`config.mk`:
```
export PLATFORM = sky130hd
export DESIGN_NAME = apb_csr_master
export DESIGN_NICKNAME = d
export VERILOG_FILES = /design/src/rtl/apb_csr_master.sv
export SDC_FILE = /design/constraint.sdc
export NUM_CORES = 1
export LEC_CHECK = 0
export BUFFER_PORTS_ARGS = -buffer_cell sky130_fd_sc_hd__buf_2
export CAP_MARGIN = 20
export CORE_ASPECT_RATIO = 1.75
export CORE_MARGIN = 2
export CORE_UTILIZATION = 50
export DETAILED_ROUTE_END_ITERATION = 8
export GPL_TIMING_DRIVEN = 0
export PLACE_DENSITY = 0.8
export SLEW_MARGIN = 20
export SYNTH_ARGS = -nofsm -noshare
export SYNTH_HDL_FRONTEND = slang
export SYNTH_SLANG_ARGS = --single-unit
```
`constraint.sdc`:
```
create_clock -name clk -period 2.9 [get_ports clk]
set_input_delay 0.58 -clock clk [delete_from_list [all_inputs] [get_ports clk]]
set_output_delay 0.58 -clock clk [all_outputs]
set_load 0.005 [all_outputs]
```
`src/rtl/apb_csr_master.sv`:
```
// apb_csr_master
//   APB requester for the ALU CSR slave. Each accepted command becomes one
//   SETUP->ACCESS transfer. Read data and the slave error flag come back on a
//   one-cycle response strobe. Saturating counters track completed and
//   errored transfers.
//
//   Optional feature: define APB_TIMEOUT_EN to add an ACCESS-phase watchdog.
//   The watchdog aborts a transfer after TIMEOUT_CYCLES cycles without ready.
//
// Ports
//   clk, rst                    clock and synchronous active-high reset
//   cmd_valid/cmd_ready         command handshake (cmd_ready = FSM idle, comb)
//   cmd_write/addr/wdata        command direction, address, write data
//   rsp_valid                   one-cycle response strobe
//   rsp_rdata/err/timeout       response payload, held until next response
//   sel/en/write/addr/wdata     APB requester outputs (registered)
//   ready/rdata/slv_err         APB completer inputs
//   xfer_count/err_count        saturating transfer / error statistics
module apb_csr_master #(
   parameter int unsigned ADDR_WIDTH     = 3,
   parameter int unsigned APB_BUS_SIZE   = 32,
   parameter int unsigned CNT_WIDTH      = 16,
   parameter int unsigned TIMEOUT_CYCLES = 16
) (
   input  logic                    clk,
   input  logic                    rst,
   input  logic                    cmd_valid,
   output logic                    cmd_ready,
   input  logic                    cmd_write,
   input  logic [ADDR_WIDTH-1:0]   cmd_addr,
   input  logic [APB_BUS_SIZE-1:0] cmd_wdata,
   output logic                    rsp_valid,
   output logic [APB_BUS_SIZE-1:0] rsp_rdata,
   output logic                    rsp_err,
   output logic                    rsp_timeout,
   output logic                    sel,
   output logic                    en,
   output logic                    write,
   output logic [ADDR_WIDTH-1:0]   addr,
   output logic [APB_BUS_SIZE-1:0] wdata,
   input  logic                    ready,
   input  logic [APB_BUS_SIZE-1:0] rdata,
   input  logic                    slv_err,
   output logic [CNT_WIDTH-1:0]    xfer_count,
   output logic [CNT_WIDTH-1:0]    err_count
);

   typedef enum logic [1:0] {IDLE, SETUP, ACCESS} state_t;

   state_t state, state_nxt;

   logic                    sel_nxt, en_nxt, write_nxt;
   logic [ADDR_WIDTH-1:0]   addr_nxt;
   logic [APB_BUS_SIZE-1:0] wdata_nxt, rsp_rdata_nxt;
   logic                    rsp_valid_nxt, rsp_err_nxt, rsp_timeout_nxt;
   logic [CNT_WIDTH-1:0]    xfer_count_nxt, err_count_nxt;
   logic                    timed_out;
   logic                    done;

`ifdef APB_TIMEOUT_EN
   localparam int unsigned TW = $clog2(TIMEOUT_CYCLES + 1);
   logic [TW-1:0] wait_cnt;

   // Held at zero outside ACCESS, so the count restarts on every entry.
   always_ff @(posedge clk) begin
      if (rst || state != ACCESS) wait_cnt <= '0;
      else                        wait_cnt <= wait_cnt + 1'b1;
   end

   // Last permitted ACCESS cycle with no ready: abort instead of waiting.
   assign timed_out = (state == ACCESS) && !ready &&
                      (wait_cnt == TW'(TIMEOUT_CYCLES - 1));
`else
   assign timed_out = 1'b0;
`endif

   assign done      = (state == ACCESS) && (ready || timed_out);
   assign cmd_ready = (state == IDLE);

   // State and registered outputs
   always_ff @(posedge clk) begin
      if (rst) begin
         state       <= IDLE;
         sel         <= 1'b0;
         en          <= 1'b0;
         write       <= 1'b0;
         addr        <= '0;
         wdata       <= '0;
         rsp_valid   <= 1'b0;
         rsp_rdata   <= '0;
         rsp_err     <= 1'b0;
         rsp_timeout <= 1'b0;
         xfer_count  <= '0;
         err_count   <= '0;
      end else begin
         state       <= state_nxt;
         sel         <= sel_nxt;
         en          <= en_nxt;
         write       <= write_nxt;
         addr        <= addr_nxt;
         wdata       <= wdata_nxt;
         rsp_valid   <= rsp_valid_nxt;
         rsp_rdata   <= rsp_rdata_nxt;
         rsp_err     <= rsp_err_nxt;
         rsp_timeout <= rsp_timeout_nxt;
         xfer_count  <= xfer_count_nxt;
         err_count   <= err_count_nxt;
      end
   end

   // Next state
   always_comb begin
      state_nxt = state;
      case (state)
         IDLE:    if (cmd_valid) state_nxt = SETUP;
         SETUP:   state_nxt = ACCESS;
         ACCESS:  if (done) state_nxt = IDLE;
         default: state_nxt = IDLE;
      endcase
   end

   // Next values of the registered outputs
   always_comb begin
      sel_nxt         = sel;
      en_nxt          = en;
      write_nxt       = write;
      addr_nxt        = addr;
      wdata_nxt       = wdata;
      rsp_valid_nxt   = 1'b0;
      rsp_rdata_nxt   = rsp_rdata;
      rsp_err_nxt     = rsp_err;
      rsp_timeout_nxt = rsp_timeout;
      xfer_count_nxt  = xfer_count;
      err_count_nxt   = err_count;
      case (state)
         IDLE: begin
            if (cmd_valid) begin
               sel_nxt   = 1'b1;
               en_nxt    = 1'b0;
               write_nxt = cmd_write;
               addr_nxt  = cmd_addr;
               wdata_nxt = cmd_wdata;
            end
         end
         SETUP: en_nxt = 1'b1;
         ACCESS: begin
            if (done) begin
               sel_nxt         = 1'b0;
               en_nxt          = 1'b0;
               rsp_valid_nxt   = 1'b1;
               // A timeout has ready low, so slv_err is irrelevant there.
               rsp_err_nxt     = timed_out || slv_err;
               rsp_timeout_nxt = timed_out;
               rsp_rdata_nxt   = (ready && !write && !slv_err) ? rdata : '0;
               // Counters move together with the response strobe.
               if (xfer_count != '1)
                  xfer_count_nxt = xfer_count + 1'b1;
               if (rsp_err_nxt && err_count != '1)
                  err_count_nxt = err_count + 1'b1;
            end
         end
         default: ;
      endcase
   end

endmodule

```
==> flow_summary_export.csv, run 1 <==
group,metric,value,unit
synthesis,synth-seq-cells,106,
clocking,insertion_delay,350,ps
routing,firstDrtPassIters,5,
routing,ant_nets,0,
min_path,min_from,"cmd_wdata[2]",
global_route,grt_pass1_wl,18.1,mm
clocking,clkTransAtPathRegs,70,ps
placed_design,port_buffers,177,
placed_design,dp_cells,671,
sta,max_freq,477,MHz
routing,routed_wl,11.4,mm
clocking,cts_made_buffers,9,
synthesis,synth.cell_area,3990,um^2
clocking,hold_buffers,0,
layout,fin_cells,686,
pwr,leakagePower,2.35,nW
global_route,grt_max_degree,18,
floorplan,rows,43,
routing,drt_iter0_drc,229,
synthesis,avgSynthCellArea,9.88,um^2
setup_path,cp-start-kind,"register",
setup_path,reg2reg_from,"err_count[0]",
synthesis,seq_area_frac_synth,53.1,%
sta,slew_violations,0,
floorplan,fp.dieW,71.6,um
synthesis,synth_nets,479,
sta,tns,0,ps
sta,max_slew_margin,48.1,%
clocking,cts.sinks,106,
setup_path,required,3140,ps
run,maxCapViolCount,0,
routing,viasPerCell,5.90,
floorplan,ios,179,
global_route,grt_overflow,0,
placed_design,dp.final_hpwl,8.77,mm
clocking,htree_levels,3,
sta,fin_crit,2100,ps
setup_path,critPathKind,"register to register",
min_path,min_path_type,"primary input to register",
global_route,antenna_found_initial,0,
setup_path,r2r_slack,800,ps
sta,hold_viol_final,0,
layout,regArea,2120,um^2
synthesis,syn_inst,404,
routing,routedWlPerCell,16.7,um
setup_path,end_kind,"register",
routing,vias,4047,
pwr,p_per_area,543,nW/um^2
global_route,grt_use_total,26.1,%
sta,fin_skew,5.75,ps
layout,nets,667,
placed_design,place.gp.congestion,0.945,
min_path,whs_path_depth,2,
clocking,cts_resized,0,
synthesis,synth_cell_types,46,
sta,worstMarginPinSlew,773,ps
layout,fillers,670,
clocking,post-cts-setup-buffer-count,0,
floorplan,dieArea,8740,um^2
setup_path,path_max_fanout,10,
clocking,cts.path.max_buffers,2,
setup_path,r2r-end,"err_count[13]",
floorplan,start_util,50.8,%
floorplan,die_y,122,um
layout,multi_input_area,1730,um^2
routing,drc,0,
sta,grt_setup_unrepaired,"false",
floorplan,core,7860,um^2
min_path,hold_end,"wdata[2]",
sta,min_period_over_period,72.3,%
clocking,cts_tree,"built",
setup_path,arrival,2340,ps
sta,hold-worst-slack,442,ps
setup_path,reg2reg_depth,6,
layout,antenna_cells,0,
pwr,vdd_drop_max,0.430,mV
synthesis,synth_warnings,0,
layout,area_growth,31.7,%
layout,drive_gt1_share,34.4,%
clocking,clockRootBuffer,"clkbuf_16",
sta,setup_viol,0,
outcome,outcome,"complete, no violations",
global_route,grt_pass1_vias,3829,
[cells by family (layout without fill, tap and decap cells)]
family	count (synthesis)	in the layout	synth area share (%)
simple gates	132	132	18.4
compound gates	131	131	23.7
flops	106	106	53.1
buf+inv	30	222	3.57
fa+ha+maj	2	2	0.627
other cells	1	1	0.0939
xor+xnor	1	1	0.219
mux	1	1	0.282
[sequential cells by signal (all words and copies together) (netlist names)]
| signal | count |
|---|---|
| addr | 3 |
| en | 1 |
| err_count | 16 |
| rsp_err | 1 |
| rsp_rdata | 32 |
| rsp_valid | 1 |
| sel | 1 |
| state | 2 |
| wdata | 32 |
| write | 1 |
| xfer_count | 16 |
[cell type report]
type / instances / area share [%]
Multi-Input combinational cell: 268 / 32.8
Tap cell: 90 / 2.14
Timing Repair Buffer: 177 / 16.8
Buffer: 26 / 2.43
Sequential cell: 106 / 40.3
Inverter: 4 / 0.285
Clock buffer: 9 / 4.28
Clock inverter: 6 / 0.833
[metrics by stage]
step                util (%)  power [mW]  setup slack [ps]  area [um^2]
detailed placement      63.5        1.77               769         4990
global placement        63.5        1.76               840         4990
floorplan                  -        1.65              1120         3990
finish                  67.0        2.86               802         5260
CTS                     67.0        2.87               791         5260
global route            67.0        2.96               624         5260
[layout by cell type, fill, tap and decap left out, types with 3 or more instances in the layout]
| master | instances |
|---|---|
| buf_2 | 179 |
| dfxtp_1 | 106 |
| nor2_1 | 39 |
| a22o_1 | 36 |
| a22oi_1 | 32 |
| a21oi_1 | 28 |
| clkbuf_1 | 20 |
| or4_1 | 17 |
| nand2_1 | 16 |
| o31ai_1 | 16 |
| nand3_1 | 10 |
| nand4_1 | 9 |
| o21ai_0 | 9 |
| clkbuf_16 | 9 |
| or3_1 | 7 |
| and3_1 | 5 |
| nor3_1 | 5 |
| inv_1 | 4 |
| nor4_1 | 4 |
| and4_1 | 3 |
| nand3b_1 | 3 |
[critical path: stages (launching register included)]
cell	delay, ps
dfxtp_1	480
ha_1	320
nand4_1	170
nor4_2	410
buf_2	270
nor4_1	80
mux2_2	260
[worst max-delay path by stage]
stage | from | to | slack, ps | cells after the start
2_1_floorplan | ready | err_count[13] | 1120 | 5
3_3_place_gp | ready | rsp_rdata[21] | 840 | 6
3_5_place_dp | ready | rsp_rdata[19] | 770 | 6
4_1_cts | err_count[0] | err_count[13] | 790 | 6
5_1_grt | err_count[0] | err_count[13] | 620 | 6
6_report | err_count[0] | err_count[13] | 800 | 6
[layer usage]
layer | up-vias | wire length (um) | global-route usage, %
met4 | 0 | 302 | 10.4
li1 | 1920 | - | -
met3 | 22 | 762 | 6.49
met1 | 1935 | 4200 | 28.9
met2 | 170 | 6170 | 47.0
met5 | - | 0 | 0
[power breakdown]
| part | internal, mW | switching (mW) | total, mW | leakage, nW |
|---|---|---|---|---|
| Combinational | 0.106 | 0.104 | 0.210 | 1.35 |
| Clock | 0.581 | 0.540 | 1.12 | 0.132 |
| Sequential | 1.50 | 0.0266 | 1.53 | 0.861 |
| Total | 2.19 | 0.671 | 2.86 | 2.35 |
[synthesized netlist by cell type, drive strengths merged]
library cell  number  area [um^2]
and4               3         26.3
a31o               1         8.76
a21oi             28          140
or3                7         43.8
or4               18          136
o31a               1         8.76
mux2               1         11.3
nand4             10         68.8
o311ai             1         8.76
nand3b             3         22.5
inv                4         15.0
nor2b              2         12.5
o41ai              2         17.5
xor2               1         8.76
o211a              1         10.0
and2               1         6.26
nor4               6         50.0
nor3b              1         7.51
buf                4         25.0
a22o              36          315
conb               1         3.75
nand2             16         60.1
o2111ai            2         17.5
o21ai              9         45.0
or2                2         12.5
nand3             10         50.1
ha                 2         25.0
nor3               5         25.0
nand2b             1         6.26
o31ai             16          120
a22oi             32          240
a31oi              1         6.26
dfxtp            106         2120
and4b              1         10.0
and3               5         31.3
clkbuf            22          103
nand4b             1         8.76
nor2              39          146
and3b              1         8.76
o21a               1         7.51
Power figures use the tool's default switching activity.
==> run 2: changes to the inputs <==
--- a/config.mk
+++ b/config.mk
@@ -5,14 +5,15 @@
 export SDC_FILE = /design/constraint.sdc
 export NUM_CORES = 1
 export LEC_CHECK = 0
+export ABC_AREA = 1
 export BUFFER_PORTS_ARGS = -buffer_cell sky130_fd_sc_hd__buf_2
 export CAP_MARGIN = 20
 export CORE_ASPECT_RATIO = 1.75
 export CORE_MARGIN = 2
-export CORE_UTILIZATION = 50
+export CORE_UTILIZATION = 48
 export DETAILED_ROUTE_END_ITERATION = 8
 export GPL_TIMING_DRIVEN = 0
-export PLACE_DENSITY = 0.8
+export PLACE_DENSITY = 0.76
 export SLEW_MARGIN = 20
 export SYNTH_ARGS = -nofsm -noshare
 export SYNTH_HDL_FRONTEND = slang
==> constraint.sdc (replaced) <==
create_clock -name clk -period 2.2 [get_ports clk]
set_input_delay 0.44 -clock clk [delete_from_list [all_inputs] [get_ports clk]]
set_output_delay 0.44 -clock clk [all_outputs]
set_load 0.005 [all_outputs]
==> run 2 against run 1 <==
  * First-iteration DRC count down 6.6%
  * Maximum frequency is 16% higher
  * Core utilization decreased by 1.8 points
  * Global-route usage is 1.1 points lower
  * Sequential power grew 31%
  * Sequential share of layout area is 3.0 points lower
  * Clock skew rose by 1.7 ps
  * Worst hold slack worse by 160 ps
  * Critical path type unchanged
==> flow_summary_export.csv, run 2 <==
group,metric,value,unit
outcome,outcome,"complete, no violations",
synthesis,synth_top_family_by_area,"simple AND/OR/NAND/NOR gates",
global_route,met3_usage,4.94,%
routing,routed_wl,12.4,mm
floorplan,start_util,49.7,%
synthesis,avgSynthCellArea,7.22,um^2
synthesis,synthFlopType,"dfxtp_1",
clocking,cts_resized,0,
synthesis,ys_async_sr_fraction,0,%
clocking,post-cts-setup-buffer-count,0,
sta,min_period_over_period,82.2,%
global_route,busiest_layer,"met2",
sta,max_freq,553,MHz
min_path,whs_path_depth,3,
routing,firstDrtPassIters,5,
clocking,cts_made_buffers,9,
global_route,grt_max_degree,18,
clocking,cts_tree,"built",
floorplan,rows,45,
synthesis,seq_area_frac_synth,48.9,%
floorplan,core,8730,um^2
placed_design,port_buffers,176,
setup_path,r2r_slack,390,ps
setup_path,worstSetupPathDepth,9,
layout,layout.cells.most_common,"nand2_1",
synthesis,syn_inst,601,
routing,drt_iter0_drc,214,
setup_path,cp_slowest_cell,"dfxtp_1",
clocking,clockRootBuffer,"clkbuf_16",
floorplan,dieArea,9850,um^2
setup_path,required,2400,ps
synthesis,synth_compound_area_share,7.58,%
synthesis,synth_top_area_share,48.9,%
global_route,grt_pass1_wl,19.2,mm
global_route,antenna_found_initial,0,
setup_path,critPathKind,"register to register",
setup_path,reg2reg_depth,9,
floorplan,die_y,130,um
layout,largestRegisters,"rsp_rdata: 32 flops, wdata: 32 flops",
layout,fin_cells,910,
placed_design,dp.final_hpwl,9.55,mm
routing,vias,4598,
sta,slew_violations,0,
setup_path,arrival,2010,ps
pwr,vdd_drop_max,0.779,mV
sta,hold_viol_final,0,
sta,max_slew_margin,58.6,%
min_path,hold_end,"wdata[15]",
floorplan,fp.dieW,75.9,um
min_path,min_path_type,"primary input to register",
clocking,hold_buffers,0,
global_route,grt_overflow,0,
sta,fin_crit,1810,ps
pwr,totalPowerFinal,4.01,mW
sta,grt_setup_unrepaired,"false",
pwr,p_per_area,705,nW/um^2
synthesis,synth_commonest_cells,"nand2_1, dfxtp_1, nor2_1",
clocking,cts.path.max_buffers,2,
pwr,leakagePower,2.71,nW
clocking,insertion_delay,340,ps
sta,fin_ws,392,ps
routing,viasPerCell,5.05,
routing,drc,0,
sta,tns,0,ps
synthesis,synth_nets,676,
synthesis,synth_edf_count,0,
global_route,grt_pass1_vias,4304,
synthesis,post-synth-top-count-cell,"nand2_1",
synthesis,synth_cell_types,30,
setup_path,cp-start-kind,"register",
synthesis,synth.cell_area,4340,um^2
clocking,htree_levels,3,
layout,antenna_cells,0,
setup_path,critPathTopFamily,"simple AND/OR/NAND/NOR gates",
setup_path,crit_top_cell,"nand2_1",
global_route,use_met2,46.1,%
layout,area_growth,31.1,%
layout,layout_common_cells,"nand2_1, buf_2, dfxtp_1, nor2_1, nand3_1",
layout,fin_util,65.2,%
setup_path,path_max_fanout,10,
layout,drive_gt1_share,28.0,%
layout,fillers,772,
synthesis,synthXorXnorAreaFrac,1.41,%
setup_path,path_buf_inv,1,
global_route,grt_use_total,25.1,%
placed_design,place.gp.congestion,0.867,
setup_path,end_kind,"register",
placed_design,dp_cells,894,
synthesis,synth-seq-cells,106,
synthesis,synth_simple_gate_area_share,36.5,%
synthesis,ys_top_cells_by_area,"dfxtp_1, nand2_1, nand3_1, a21oi_1, nor2_1",
synthesis,synth_area_leader_cell,"dfxtp_1",
setup_path,reg2reg_from,"err_count[0]",
sta,fin_skew,7.50,ps
routing,routedWlPerCell,13.6,um
min_path,min_from,"cmd_wdata[15]",
global_route,use_met1,26.7,%
setup_path,cpPeakStageDelay,470,ps
routing,ant_nets,0,
clocking,cts.sinks,106,
sta,worstMarginPinSlew,621,ps
clocking,clkTransAtPathRegs,70,ps
synthesis,muxShareOfSynthArea,0,%
run,maxCapViolCount,0,
synthesis,synth_adder_area_share,0.577,%
setup_path,r2r-end,"err_count[11]",
placed_design,dp_slack,423,ps
synthesis,synth_warnings,0,
layout,nets,863,
setup_path,crit_chain,"ha_1 > nand2_1 > nor2_1 > nand2_1 > nor2_4 > nor2_8 > buf_6 > nand2_1 > a21oi_1",
floorplan,ios,179,
sta,setup_viol,0,
## run 2: cell types whose count changed after synthesis, sizes merged, moves of 6 or more
cell,previous run,this run
nand2,16,222
clkbuf,22,11
inv,4,19
a22oi,32,0
a21oi,28,55
or3,7,0
o21ai,9,3
or4,18,0
nor4,6,0
o31ai,16,0
nand3,10,64
nor2,39,78
buf,4,19
a22o,36,0
## run 2: cell families (layout without fill, tap and decap cells)
family                     Yosys count  count (layout)
xor gates and xnor gates             7               7
DFF                                106             106
buffers and inverters               49             241
and+or+nand+nor                    375             375
other                                1               1
adders and majority gates            2               2
AOI/OAI and AO/OA                   61              61
## run 2: per-layer routing
metal	part of all wire [%]	wire length, um	vias to the layer above
met1	38	4660	2117
met5	0	0	-
li1	-	-	2295
met2	54	6640	162
met3	5.6	696	24
met4	2.9	360	0
## run 2: worst register-to-register path: cells and delay by family, from the launching register on
family / cells / cell delay (ps)
AOI/OAI and AO/OA: 1 / 50
DFF: 1 / 470
adders and majority gates: 1 / 260
buffers and inverters: 1 / 140
and+or+nand+nor: 6 / 760
## run 2: stage by stage
stage / cell area (um^2) / hold slack [ps]
CTS: 5690 / 273
detailed placement: 5370 / 454
global route: 5690 / 283
floorplan: 4340 / 461
finish: 5690 / 283
global placement: 5370 / 450
## run 2: cell type report
class | count | area, um^2 | share of cell area, %
Buffer | 30 | 144 | 2.53
Sequential cell | 106 | 2120 | 37.3
Tap cell | 117 | 146 | 2.57
Timing Repair Buffer | 176 | 881 | 15.5
Multi-Input combinational cell | 446 | 2000 | 35.2
Inverter | 19 | 71.3 | 1.25
Clock buffer | 12 | 267 | 4.68
Clock inverter | 4 | 56.3 | 0.990
## run 2: how the worst max path moves through the flow
stage	start	to	slack, ps
after floorplan	err_count[0]	err_count[1]	630
after global placement	err_count[0]	err_count[9]	440
after detailed placement	err_count[0]	err_count[11]	420
after CTS	err_count[0]	err_count[11]	400
after global routing	err_count[0]	err_count[3]	260
final	err_count[0]	err_count[11]	390
## run 2: report_power, final
group          total (mW)  leakage (nW)  switching, mW  internal [mW]
registers            2.01         0.861         0.0335           1.98
logic               0.303          1.69          0.170          0.133
clock network        1.70         0.160          0.710          0.987
